File: src/rtl/ez8_isa_pkg.sv
`default_nettype none
// ============================================================================
//  Module   : ez8_isa_pkg
//  Brief    : ez8 instruction-word field positions and opcode constants,
//             shared by the decode stage and the ALU.
//  Revision : 1.0  initial release
// ============================================================================
package ez8_isa_pkg;

  localparam int INSTR_WIDTH = 16;
  localparam int OPC_MSB     = 15;
  localparam int SEL_MSB     = 11;
  localparam int DIR_BIT     = 8;
  localparam int OPERAND_MSB = 7;

  localparam int OPC_WIDTH     = 4;
  localparam int SEL_WIDTH     = 3;
  localparam int OPERAND_WIDTH = 8;

  localparam logic [OPC_WIDTH-1:0] GET_PUT = 4'b0000;
  localparam logic [OPC_WIDTH-1:0] SET     = 4'b0100;
  localparam logic [OPC_WIDTH-1:0] SKBC    = 4'b1100;
  localparam logic [OPC_WIDTH-1:0] RET     = 4'b1101;
  localparam logic [OPC_WIDTH-1:0] CLR_COM = 4'b1111;

endpackage
`default_nettype wire

File: src/rtl/instr_decode.sv
`default_nettype none
// ============================================================================
//  Module   : instr_decode
//  Brief    : ez8 decode/issue stage: single-slot field split with skip
//             squashing, flush and interrupt-entry control.
//  Revision : 1.0  initial release
// ============================================================================
module instr_decode
  import ez8_isa_pkg::*;
#(
  parameter int PC_WIDTH = 12
) (
  input  logic                     clk,
  input  logic                     reset,
  input  logic                     in_valid,
  output logic                     in_ready,
  input  logic [INSTR_WIDTH-1:0]   in_instr,
  input  logic [PC_WIDTH-1:0]      in_pc,
  output logic                     out_valid,
  input  logic                     out_ready,
  output logic [OPC_WIDTH-1:0]     opcode,
  output logic [SEL_WIDTH-1:0]     selector,
  output logic                     direction,
  output logic [OPERAND_WIDTH-1:0] operand,
  output logic [PC_WIDTH-1:0]      out_pc,
  input  logic                     ex_done,
  input  logic                     alu_skip,
  input  logic                     alu_retint,
  input  logic                     flush,
  input  logic                     irq,
  output logic                     irq_take,
  output logic                     int_en
);

  logic                     r_out_valid;
  logic                     r_skip_pending;
  logic                     r_int_en;
  logic                     r_retint_defer;
  logic [OPC_WIDTH-1:0]     r_opcode;
  logic [SEL_WIDTH-1:0]     r_selector;
  logic                     r_direction;
  logic [OPERAND_WIDTH-1:0] r_operand;
  logic [PC_WIDTH-1:0]      r_pc;

  logic w_slot_free;
  logic w_take_irq;
  logic w_in_ready;
  logic w_in_fire;
  logic w_out_fire;
  logic w_skip;
  logic w_retint;

  assign w_slot_free = !r_out_valid || out_ready;
  // Gated by reset so no interrupt entry is reported while held in reset.
  assign w_take_irq  = irq && r_int_en && !flush && !r_skip_pending && w_slot_free && !reset;
  assign w_in_ready  = w_slot_free && !flush && !w_take_irq;
  assign w_in_fire   = in_valid && w_in_ready;
  assign w_out_fire  = r_out_valid && out_ready;
  assign w_skip      = ex_done && alu_skip;
  assign w_retint    = ex_done && alu_retint;

  always_ff @(posedge clk or posedge reset) begin
    if (reset) begin
      r_out_valid    <= 1'b0;
      r_skip_pending <= 1'b0;
      r_opcode       <= '0;
      r_selector     <= '0;
      r_direction    <= 1'b0;
      r_operand      <= '0;
      r_pc           <= '0;
    end else if (flush) begin
      r_out_valid    <= 1'b0;
      r_skip_pending <= 1'b0;
    end else if (w_skip && r_out_valid) begin
      // Execute holds out_ready low with ex_done, so the slot is the successor.
      r_out_valid <= 1'b0;
    end else if (w_in_fire) begin
      if (r_skip_pending || w_skip) begin
        r_out_valid    <= 1'b0;
        r_skip_pending <= r_skip_pending && w_skip;
      end else begin
        r_out_valid <= 1'b1;
        r_opcode    <= in_instr[OPC_MSB -: OPC_WIDTH];
        r_selector  <= in_instr[SEL_MSB -: SEL_WIDTH];
        r_direction <= in_instr[DIR_BIT];
        r_operand   <= in_instr[OPERAND_MSB:0];
        r_pc        <= in_pc;
      end
    end else begin
      if (w_skip) begin
        r_skip_pending <= 1'b1;
      end
      if (w_out_fire) begin
        r_out_valid <= 1'b0;
      end
    end
  end

  // A retint coinciding with interrupt entry is remembered and applied next cycle.
  always_ff @(posedge clk or posedge reset) begin
    if (reset) begin
      r_int_en       <= 1'b1;
      r_retint_defer <= 1'b0;
    end else if (w_take_irq) begin
      r_int_en       <= 1'b0;
      r_retint_defer <= w_retint;
    end else if (w_retint || r_retint_defer) begin
      r_int_en       <= 1'b1;
      r_retint_defer <= 1'b0;
    end
  end

  assign in_ready  = w_in_ready;
  assign out_valid = r_out_valid;
  assign opcode    = r_opcode;
  assign selector  = r_selector;
  assign direction = r_direction;
  assign operand   = r_operand;
  assign out_pc    = r_pc;
  assign irq_take  = w_take_irq;
  assign int_en    = r_int_en;

endmodule
`default_nettype wire

File: config.mk
export PLATFORM = sky130hd
export DESIGN_NAME = instr_decode
export DESIGN_NICKNAME = d
export VERILOG_FILES = /design/src/rtl/ez8_isa_pkg.sv /design/src/rtl/instr_decode.sv
export SDC_FILE = /design/constraint.sdc
export NUM_CORES = 1
export LEC_CHECK = 0
export ABC_AREA = 1
export CELL_PAD_IN_SITES_DETAIL_PLACEMENT = 1
export CELL_PAD_IN_SITES_GLOBAL_PLACEMENT = 2
export CORE_MARGIN = 2
export CORE_UTILIZATION = 24
export DETAILED_ROUTE_END_ITERATION = 7
export HOLD_SLACK_MARGIN = 0.03
export PLACE_DENSITY_LB_ADDON = 0.1
export SYNTH_ARGS = -nofsm -noshare
export SYNTH_HDL_FRONTEND = slang
export SYNTH_SLANG_ARGS = --single-unit
File: constraint.sdc
create_clock -name clk -period 4.2 [get_ports clk]
set_input_delay 1.05 -clock clk [delete_from_list [all_inputs] [get_ports clk]]
set_output_delay 1.05 -clock clk [all_outputs]
set_load 0.01 [all_outputs]
==> impl_metrics.env <==
export IMPL_cts_buffers=5
export IMPL_ctsResizeCount=0
export IMPL_p_per_area_nw_per_um2=437.4
export IMPL_cts_htree_levels=2
export IMPL_post_drt_wl_per_cell_um=14.28
export IMPL_antenna_left=0
export IMPL_p_leak_nw=1.051
export IMPL_ctsHoldBuffers=0
export IMPL_vdd_ir_drop_max_v=0.0001959
export IMPL_placed_area_um2=2137
export IMPL_critPathLaunchType="input pin"
export IMPL_track_usage_pct=13.90
export IMPL_grt_max_degree=33
export IMPL_design_area_um2=2230
export IMPL_cts_sinks=32
export IMPL_max_slew_margin_pct=57.88
export IMPL_hold_viol_final=0
export IMPL_hpwl_um=2913
export IMPL_rsz0062_at_grt="no"
export IMPL_syn_area_um2=1416
export IMPL_synth_main_ff_cell="dfrtp_1"
export IMPL_fin_crit_ns=3.532
export IMPL_drtIter0Drc=31
export IMPL_min_delay_path_class="reg -> reg"
export IMPL_final_cell_mix="68 x clkdlybuf4s50_1, 66 x nand2_1, 31 x dfrtp_1"
export IMPL_cts_setup_buffers=0
export IMPL_synth_seq_cells=32
export IMPL_maxCapViolCount=0
export IMPL_finalSetupViolCount=0
export IMPL_clk_path_buf_depth=2
export IMPL_place_congestion=0.6838
export IMPL_fp_row_count=27
export IMPL_clkTransAtPathRegs_ns=0.06
export IMPL_grt_overflow_total=0
export IMPL_final_util_pct=39.76
export IMPL_io_buffers=68
export IMPL_ys_async_sr_fraction_pct=100.0
export IMPL_vias=1366
export IMPL_n_antenna_cell=0
export IMPL_syn_avg_cell_area_um2=8.964
export IMPL_path_max_fanout=3
export IMPL_drive_gt1_share_pct=7.965
export IMPL_fin_cells=298
export IMPL_critPathMaxStageDelay_ns=0.55
export IMPL_synth_cells=158
export IMPL_holdWs_ns=0.4733
export IMPL_clock_root_buffer="clkbuf_8"
export IMPL_drv_slew=0
export IMPL_dr_pass1_iters=4
export IMPL_fp_dieW_um=80.82
export IMPL_start_util_pct=25.26
export IMPL_synth_seq_area_share_pct=56.63
export IMPL_status="finished, final reports clean"
export IMPL_dp_slack_ns=0.6509
export IMPL_cts_tree="yes"
export IMPL_area_growth_pct=57.42
export IMPL_worstSetupPathType="in -> out"
export IMPL_crit_required_ns=3.15
export IMPL_drc_errors=0
export IMPL_crit_slowest_cell="clkdlybuf4s50_1"
export IMPL_vias_per_cell=4.584
export IMPL_yosys_warnings=0
export IMPL_path_cells="clkdlybuf4s50_1 -> inv_1 -> nand2_2 -> nor2_4 -> nor2_4 -> clkdlybuf4s50_1"
export IMPL_pin_count=69
export IMPL_syn_num_nets=195
export IMPL_regArea_um2=802.0
export IMPL_coreArea_um2=5608
export IMPL_arrival_ns=2.48
export IMPL_antenna_found_initial=0
export IMPL_design_die_area_um2=6532
export IMPL_grt_pass1_vias=1490
export IMPL_endpoint_kind="primary output"
export IMPL_clock_latency_ns=0.28
export IMPL_nNetsFinal=262
export IMPL_fin_crit_sh_pct=84.08
export IMPL_setup_tns_ns=0
export IMPL_fin_skew_ns=0.01014
export IMPL_dp_cells=290
export IMPL_power_mw=0.9753
export IMPL_postLayoutSetupSlackWorst_ns=0.6685
export IMPL_grt_pass1_wl_um=6927
export IMPL_synthDistinctLibCells=17
export IMPL_die_y_um=80.82
export IMPL_final_common_cell="clkdlybuf4s50_1"
export IMPL_fmax_ghz=0.2832
export IMPL_worst_slew_pin_slew_ns=0.6311
export IMPL_synth_edf_count=0
export IMPL_fillers=665
export IMPL_wirelength_um=4254
export IMPL_multi_input_comb_area_um2=511.7
-- cell usage after synthesis, types with 2 or more instances --
| cell | instances | area (µm²) |
|---|---|---|
| nor2_1 | 3 | 11.26 |
| dfrtp_1 | 31 | 775.7 |
| buf_6 | 3 | 33.78 |
| clkbuf_1 | 3 | 11.26 |
| buf_2 | 3 | 15.01 |
| nor2_4 | 2 | 22.52 |
| buf_4 | 3 | 22.52 |
| a21oi_1 | 3 | 15.01 |
| inv_1 | 6 | 22.52 |
| nand2_1 | 66 | 247.7 |
| nand4_1 | 29 | 181.4 |
-- final cells by class --
type	instances	area share, %
well taps	72	4.040
clock buffers	6	3.704
inverters	6	1.010
flip-flops and latches	32	35.97
repair buffers	72	31.87
multi-input cells	108	22.95
clock inverters	2	0.4489
-- where the power goes --
group          switching (mW)  internal [mW]
Sequential             0.0384          0.377
Combinational           0.140          0.177
Clock                   0.112          0.131
Total                   0.290          0.685
-- layer usage --
| layer | vias up | GRT usage, % | wire (µm) |
|---|---|---|---|
| li1 | 660 | - | - |
| met1 | 657 | 15.92 | 1848 |
| met2 | 42 | 24.79 | 2106 |
| met3 | 7 | 4.333 | 249 |
| met4 | 0 | 4.068 | 49 |
| met5 | - | 0 | 0 |
-- registers in the layout (all words and copies together), names as in the netlist --
| register | cells |
|---|---|
| out_pc | 12 |
| operand | 8 |
| opcode | 4 |
| selector | 3 |
| direction | 1 |
| int_en | 1 |
| out_valid | 1 |
| r_retint_defer | 1 |
| r_skip_pending | 1 |
-- cells by family after synthesis --
kind of cell | share of synthesized area [%]
buf+inv | 7.420
compound gates | 1.413
simple gates | 34.54
flops | 56.63
-- final timing paths --
| kind | startpoint | to | slack, ns | cells past startpoint |
|---|---|---|---|---|
| max | flush | in_ready | 0.67 | 6 |
| max reg2reg | out_valid | out_pc[4] | 2.11 | 8 |
| max in group asynchronous | reset | int_en | 2.66 | 3 |
| min in group asynchronous | reset | opcode[1] | 1.21 | 3 |
| min | out_pc[8] | out_pc[8] | 0.47 | 2 |
| min reg2reg | out_pc[8] | out_pc[8] | 0.47 | 2 |
-- critical path, delay by kind of cell --
kind                   cells  cell delay [ns]
AND/OR/NAND/NOR            3             0.31
buffers and inverters      3             1.12
Note: power is estimated with default switching activity, not from simulation.
